`src/rtl/cpu_drv_pkg.sv`:
```
// Shared definitions for the scripted CPU-side request driver:
// FSM state encoding, request-table entry layout and small helpers.
package cpu_drv_pkg;

  typedef enum logic [2:0] {
    ST_IDLE,
    ST_FETCH,
    ST_REQ,
    ST_GAP,
    ST_DONE
  } drv_state_t;

  // Request table entry: {chk, rw, addr[23:0], data[7:0]}
  localparam int ENTRY_W = 34;
  localparam int CHK_BIT = 33;
  localparam int RW_BIT  = 32;
  localparam int ADDR_HI = 31;
  localparam int ADDR_LO = 8;
  localparam int DATA_HI = 7;
  localparam int DATA_LO = 0;

  localparam logic RW_READ  = 1'b1;
  localparam logic RW_WRITE = 1'b0;

  // Build a table entry from its fields.
  function automatic logic [ENTRY_W-1:0] pack_entry(input logic chk, input logic rw,
                                                    input logic [23:0] addr,
                                                    input logic [7:0] data);
    return {chk, rw, addr, data};
  endfunction

  // Increment an 8-bit error counter, sticking at 255.
  function automatic logic [7:0] sat_inc8(input logic [7:0] v);
    return (v == 8'hFF) ? v : v + 8'd1;
  endfunction

endpackage

```
`src/rtl/req_table.sv`:
```
// Request table: single write port plus one registered read port.
// Contents are intentionally not reset.
module req_table #(
  parameter int DEPTH = 64,
  parameter int WIDTH = 34,
  parameter int AW    = $clog2(DEPTH)
) (
  input  logic             clk,
  input  logic             we,
  input  logic [AW-1:0]    waddr,
  input  logic [WIDTH-1:0] wdata,
  input  logic [AW-1:0]    raddr,
  output logic [WIDTH-1:0] rdata
);

  logic [WIDTH-1:0] mem_reg [DEPTH];

  // Write when enabled; read every cycle with one cycle of latency (old data on collision).
  always_ff @(posedge clk) begin
    if (we) begin
      mem_reg[waddr] <= wdata;
    end
    rdata <= mem_reg[raddr];
  end

endmodule

```
`src/rtl/cpu_req_driver.sv`:
```
// Scripted CPU-port initiator: replays the request table over the
// ce_cpu/RDY_cpu handshake, checks read data and reports pass/fail.
module cpu_req_driver
  import cpu_drv_pkg::*;
#(
  parameter int DEPTH       = 64,
  parameter int GAP_CYC     = 1,
  parameter int TIMEOUT_CYC = 1024
) (
  input  logic                     clk,
  input  logic                     reset,
  input  logic                     prog_we,
  input  logic [$clog2(DEPTH)-1:0] prog_addr,
  input  logic [33:0]              prog_data,
  input  logic [$clog2(DEPTH):0]   num_req,
  input  logic                     start,
  output logic [23:0]              addr_cpu,
  output logic [7:0]               data_cpu_wr,
  input  logic [7:0]               data_cpu_rd,
  output logic                     rw_cpu,
  output logic                     ce_cpu,
  input  logic                     RDY_cpu,
  output logic                     busy,
  output logic                     done,
  output logic                     pass,
  output logic [7:0]               err_cnt,
  output logic                     timeout,
  output logic [7:0]               last_rd
);

  localparam int IW = $clog2(DEPTH);
  localparam int NW = IW + 1;
  localparam int TW = (TIMEOUT_CYC > 1) ? $clog2(TIMEOUT_CYC) : 1;
  localparam int GW = (GAP_CYC > 1) ? $clog2(GAP_CYC) : 1;

  drv_state_t           state_reg;
  logic [IW-1:0]        idx_reg;
  logic [NW-1:0]        num_reg;
  logic [TW-1:0]        wait_cnt_reg;
  logic [GW-1:0]        gap_cnt_reg;
  logic                 start_reg;
  logic                 chk_reg;
  logic [IW-1:0]        rd_addr;
  logic [ENTRY_W-1:0]   entry;
  logic                 start_accept;
  logic                 last_entry;
  logic                 table_we;

  // The table can only be reprogrammed between runs.
  assign table_we     = prog_we && !busy;
  // A start is taken only when idle/done and no start is already pending.
  assign start_accept = start && !start_reg &&
                        (state_reg == ST_IDLE || state_reg == ST_DONE);
  assign last_entry   = ({1'b0, idx_reg} == (num_reg - NW'(1)));

  // Read address runs one step ahead so the entry is ready by the end of FETCH.
  always_comb begin
    rd_addr = idx_reg;
    if (state_reg == ST_IDLE || state_reg == ST_DONE) begin
      rd_addr = '0;
    end else if (state_reg == ST_GAP) begin
      rd_addr = idx_reg + IW'(1);
    end
  end

  req_table #(
    .DEPTH (DEPTH),
    .WIDTH (ENTRY_W),
    .AW    (IW)
  ) u_table (
    .clk   (clk),
    .we    (table_we),
    .waddr (prog_addr),
    .wdata (prog_data),
    .raddr (rd_addr),
    .rdata (entry)
  );

  // Run sequencer with all CPU-port and status outputs registered.
  always_ff @(posedge clk) begin
    if (reset) begin
      state_reg    <= ST_IDLE;
      idx_reg      <= '0;
      num_reg      <= '0;
      wait_cnt_reg <= '0;
      gap_cnt_reg  <= '0;
      start_reg    <= 1'b0;
      chk_reg      <= 1'b0;
      addr_cpu     <= '0;
      data_cpu_wr  <= '0;
      rw_cpu       <= RW_READ;
      ce_cpu       <= 1'b0;
      busy         <= 1'b0;
      done         <= 1'b0;
      pass         <= 1'b0;
      err_cnt      <= '0;
      timeout      <= 1'b0;
      last_rd      <= '0;
    end else begin
      start_reg <= 1'b0;
      if (start_accept) begin
        start_reg <= 1'b1;
        num_reg   <= num_req;
      end

      case (state_reg)
        ST_IDLE, ST_DONE: begin
          if (start_reg) begin
            idx_reg <= '0;
            done    <= 1'b0;
            pass    <= 1'b0;
            err_cnt <= '0;
            timeout <= 1'b0;
            if (num_reg == '0) begin
              state_reg <= ST_DONE;
              done      <= 1'b1;
              pass      <= 1'b1;
            end else begin
              state_reg <= ST_FETCH;
              busy      <= 1'b1;
            end
          end
        end

        ST_FETCH: begin
          addr_cpu     <= entry[ADDR_HI:ADDR_LO];
          data_cpu_wr  <= entry[DATA_HI:DATA_LO];
          rw_cpu       <= entry[RW_BIT];
          chk_reg      <= entry[CHK_BIT];
          ce_cpu       <= 1'b1;
          wait_cnt_reg <= '0;
          state_reg    <= ST_REQ;
        end

        ST_REQ: begin
          if (RDY_cpu) begin
            ce_cpu      <= 1'b0;
            gap_cnt_reg <= '0;
            state_reg   <= ST_GAP;
            if (rw_cpu == RW_READ) begin
              last_rd <= data_cpu_rd;
              if (chk_reg && (data_cpu_rd != data_cpu_wr)) begin
                err_cnt <= sat_inc8(err_cnt);
              end
            end
          end else if (wait_cnt_reg == TW'(TIMEOUT_CYC - 1)) begin
            ce_cpu    <= 1'b0;
            timeout   <= 1'b1;
            err_cnt   <= sat_inc8(err_cnt);
            busy      <= 1'b0;
            done      <= 1'b1;
            pass      <= 1'b0;
            state_reg <= ST_DONE;
          end else begin
            wait_cnt_reg <= wait_cnt_reg + TW'(1);
          end
        end

        ST_GAP: begin
          if (gap_cnt_reg == GW'(GAP_CYC - 1)) begin
            if (last_entry) begin
              busy      <= 1'b0;
              done      <= 1'b1;
              pass      <= (err_cnt == '0);
              state_reg <= ST_DONE;
            end else begin
              idx_reg   <= idx_reg + IW'(1);
              state_reg <= ST_FETCH;
            end
          end else begin
            gap_cnt_reg <= gap_cnt_reg + GW'(1);
          end
        end

        default: begin
          state_reg <= ST_IDLE;
        end
      endcase
    end
  end

endmodule

```
`config.mk`:
```
export PLATFORM = sky130hd
export DESIGN_NAME = cpu_req_driver
export DESIGN_NICKNAME = d
export VERILOG_FILES = /design/src/rtl/cpu_drv_pkg.sv /design/src/rtl/req_table.sv /design/src/rtl/cpu_req_driver.sv
export SDC_FILE = /design/constraint.sdc
export NUM_CORES = 2
export LEC_CHECK = 0
export CORE_ASPECT_RATIO = 1.25
export CORE_MARGIN = 4
export CORE_UTILIZATION = 45
export DETAILED_ROUTE_END_ITERATION = 10
export HOLD_SLACK_MARGIN = 0.08
export PLACE_DENSITY_LB_ADDON = 0.15
export SETUP_SLACK_MARGIN = 0.2
export SLEW_MARGIN = 20
export SYNTH_ARGS = -nofsm -noshare
export SYNTH_HDL_FRONTEND = slang
export SYNTH_SLANG_ARGS = --single-unit
```
`constraint.sdc`:
```
create_clock -name clk -period 4.5 [get_ports clk]
set_input_delay 1.125 -clock clk [delete_from_list [all_inputs] [get_ports clk]]
set_output_delay 1.125 -clock clk [all_outputs]
set_load 0.01 [all_outputs]
```
==> results.md <==
* Status: complete, no violations
* Adder-Cell Fraction of Synth Area at 0.0999%
* Syn Area/Cell at 20.6 um2
* Cell Area, Placed at 94,100 um2
* Met3 WL post-DR at 16,300 um
* First-pass DRT Iterations at 7
* Seq/Total Area, Yosys at 77.2%
* RSZ-0062 raised after global routing: false
* Clock tree buffer depth at 3
* Top cells by count, synth: 2,176 x edfxtp_1, 533 x mux4_2, 263 x nand2_1, 180 x a21oi_1, 174 x nor2_1
* Top sig layer: met5
* Drt via density at 6.07
* Initial Util at 45.4%
* Clock sinks at 2,292
* Post-detail-place hpwl at 147,000 um
* Library cells used by synthesis at 80
* Final critical-path required period at 4.15 ns
* P_int at 0.0340 W
* Drt wl/cell at 33.7 um
* Sum Neg Setup Slack at 0 ns
* 1st-iter DRT viols at 4,981
* Relative slew slack at 20.7%
* Largest area contributor in the netlist: edfxtp_1
* Top cell type's share of synthesized area at 74.6%
* Post-synth EDFFs at 2,176
* Skew final at 0.0390 ns
* CTS tree: built
* IR drop worst, VDD at 433 uV
* # hold bufs at CTS at 0
* IO Pins at 114
* Detail Route met2 WL at 121,000 um
* Final Cell Area at 101,000 um2
* Area of the die at 202,000 um2
* Pin count of the biggest net entering global routing at 85
* Drc violations at 0
* Switching portion of total power at 20.9%
* Final Hold Vio Count at 0
* Worst-Margin Slew at 1.18 ns
* Ys async rst share at 0%
* Largest family of logic cells by synthesized area: multiplexers
* Kind of start point of the critical path: flip-flop
* Synth Area in Compound Gates at 3.72%
* Number of global-route vias before repair at 44,954
* Netlist Area Pre-Place at 87,600 um2
* P_sw at 0.00900 W
* HP Class: flip-flop to flip-flop
* Xor/xnor share of the synthesized area at 0.290%
* CP max FO at 51
* Total of max-cap violations at 0
* Clk slew on worst S/H paths at 0.06 ns
* Initial antenna violation count at 21
* Final period util at 92.3%
* Pleak at 31.7 nW
* M1 WL at 102,000 um
* Setup CP Type: flip-flop to flip-flop
* Simple-Gate Fraction of Synth Area at 3.03%
* Total grt overflow at 0
* Core box area at 193,000 um2
* H-Tree Depth at 4
* WP data arrival at 4.96 ns
* Utilization after layout at 52.4%
* Clk Latency, worst-skew pair at 0.86 ns
* Routability Congestion at 0.832
* Placed Cells incl. Taps at 6,933
* Cells after synthesis at 4,247
* First-pass GRT wire length at 348,000 um
* Mux contribution to synthesized area at 14.2%
* Tot GR Track Use at 24.5%
* Die W at 403 um
* Fmax at 241 MHz
* Critical Path End Type: flip-flop
* Share of layout cells above drive strength 1 at 25.9%
* Slew Viols, Final at 0
* Clock root buffer: clkbuf_16
* Req. time, crit path at 5.30 ns
* Synth Register Bits at 2,292
* Combinational Power Share at 3.2%
* CTS Buf Count at 217
* Clock power frac at 41.8%
* Yosys warning count at 0
* Final WL at 248,000 um
* Post-DRT Antenna Nets at 0
* Area contributors post-synth: edfxtp_1 75%, mux4_2 14%, dfxtp_1 2.6%
* Final net count at 4,673
* Row Count at 180
* Setup violators final at 0
* Top_reg_cell synth: edfxtp_1
* Pwr dens at 425 nW/um2
* Syn nets at 4,314
* Post-route insts no fill at 7,355
* Max FFs per register at 2,176
* PortBufs at 113
* Area growth syn-to-layout at 15.4%
* Vias at 44,649
* Seq pwr share at 55.0%
* DIE HEIGHT at 501 um
* Count leader, synth: edfxtp_1
routing by layer:
metal	vias to the layer above	GRT usage, %
met3	331	4.13
met5	-	0
met4	14	8.15
met2	1714	39.7
li1	18324	-
met1	24266	34.1
cell families after synthesis:
| group | count (synthesis) |
|---|---|
| multiplexers | 575 |
| flip-flops | 2292 |
| adder cells (fa/ha/maj) | 7 |
| AO/OA/AOI/OAI | 490 |
| AND/OR/NAND/NOR | 599 |
| XOR/XNOR | 29 |
| buffers and inverters | 255 |
cell type report:
type	count	area (um2)
Fill cell	15056	91900
Clock inverter	135	1200
Timing Repair Buffer	383	3940
Tap cell	2548	3190
Inverter	12	45.0
Antenna cell	15	37.5
Sequential cell	2292	67700
Clock buffer	270	5720
Multi-Input combinational cell	1700	19300
path summary, 6_finish.rpt:
path / startpoint / to / slack, ns / depth (start not counted)
max: state_reg[1]$_SDFFE_PP0P_ / u_table.rdata[19]$_DFF_P_ / 0.35 / 11
min: addr_cpu[1]$_SDFFE_PP0P_ / addr_cpu[1]$_SDFFE_PP0P_ / 0.46 / 2
max reg2reg: state_reg[1]$_SDFFE_PP0P_ / u_table.rdata[19]$_DFF_P_ / 0.35 / 11
min reg2reg: addr_cpu[1]$_SDFFE_PP0P_ / addr_cpu[1]$_SDFFE_PP0P_ / 0.46 / 2
power by group through the flow:
stage / clock network [W] / logic (W) / registers, W
after floorplan: 0 / 0.000540 / 0.0241
after global placement: 0 / 0.00135 / 0.0241
after detailed placement: 0 / 0.00138 / 0.0241
after CTS: 0.0183 / 0.00138 / 0.0236
after global routing: 0.0192 / 0.00148 / 0.0236
final: 0.0180 / 0.00137 / 0.0236
what timing repair did:
| action | 4_1_cts | 5_1_grt |
|---|---|---|
| setup buffers | 0 | 0 |
| gates resized for setup | 0 | 1 |
| endpoints found under the setup margin | 0 | 1 |
worst max-delay path, cell delays in order, from the launching register on:
cell      delay [ns]
dfxtp_1         0.72
nand3b_4        0.25
inv_2           0.16
ha_1            0.25
o21bai_4        0.27
buf_12          0.24
buf_12          0.21
mux4_2          0.42
a21oi_1         0.08
a21o_1          0.23
a31oi_1         0.86
o32a_1          0.31
through the flow:
| stage | worst slack, ns | hold slack (ns) | power (W) |
|---|---|---|---|
| after global routing | 0.226 | 0.482 | 0.0443 |
| final | 0.348 | 0.456 | 0.0430 |
| after detailed placement | 0.363 | 0.448 | 0.0255 |
| after floorplan | 0.686 | 0.416 | 0.0246 |
| after global placement | 0.0622 | 0.444 | 0.0254 |
| after CTS | 0.354 | 0.456 | 0.0433 |
layout by cell type, fill, tap and decap left out, types with 26 or more instances in the layout:
master              n
a221oi_1           26
clkdlybuf4s50_1    78
clkinv_2           39
and2_1             28
edfxtp_1         2176
a22oi_1            62
nor3_1             30
clkbuf_16         220
nor2_1            106
nand2_1           263
a31oi_1            37
buf_2              28
nand3_1            32
o21ai_1            27
clkinv_1           59
buf_12             75
a21oi_1           180
dfxtp_1           116
nor2_4             69
clkbuf_1           47
mux4_2            533
buf_4             201
mux2i_1            40
o32a_1             29
a211oi_1           26
Power figures use the tool's default switching activity.
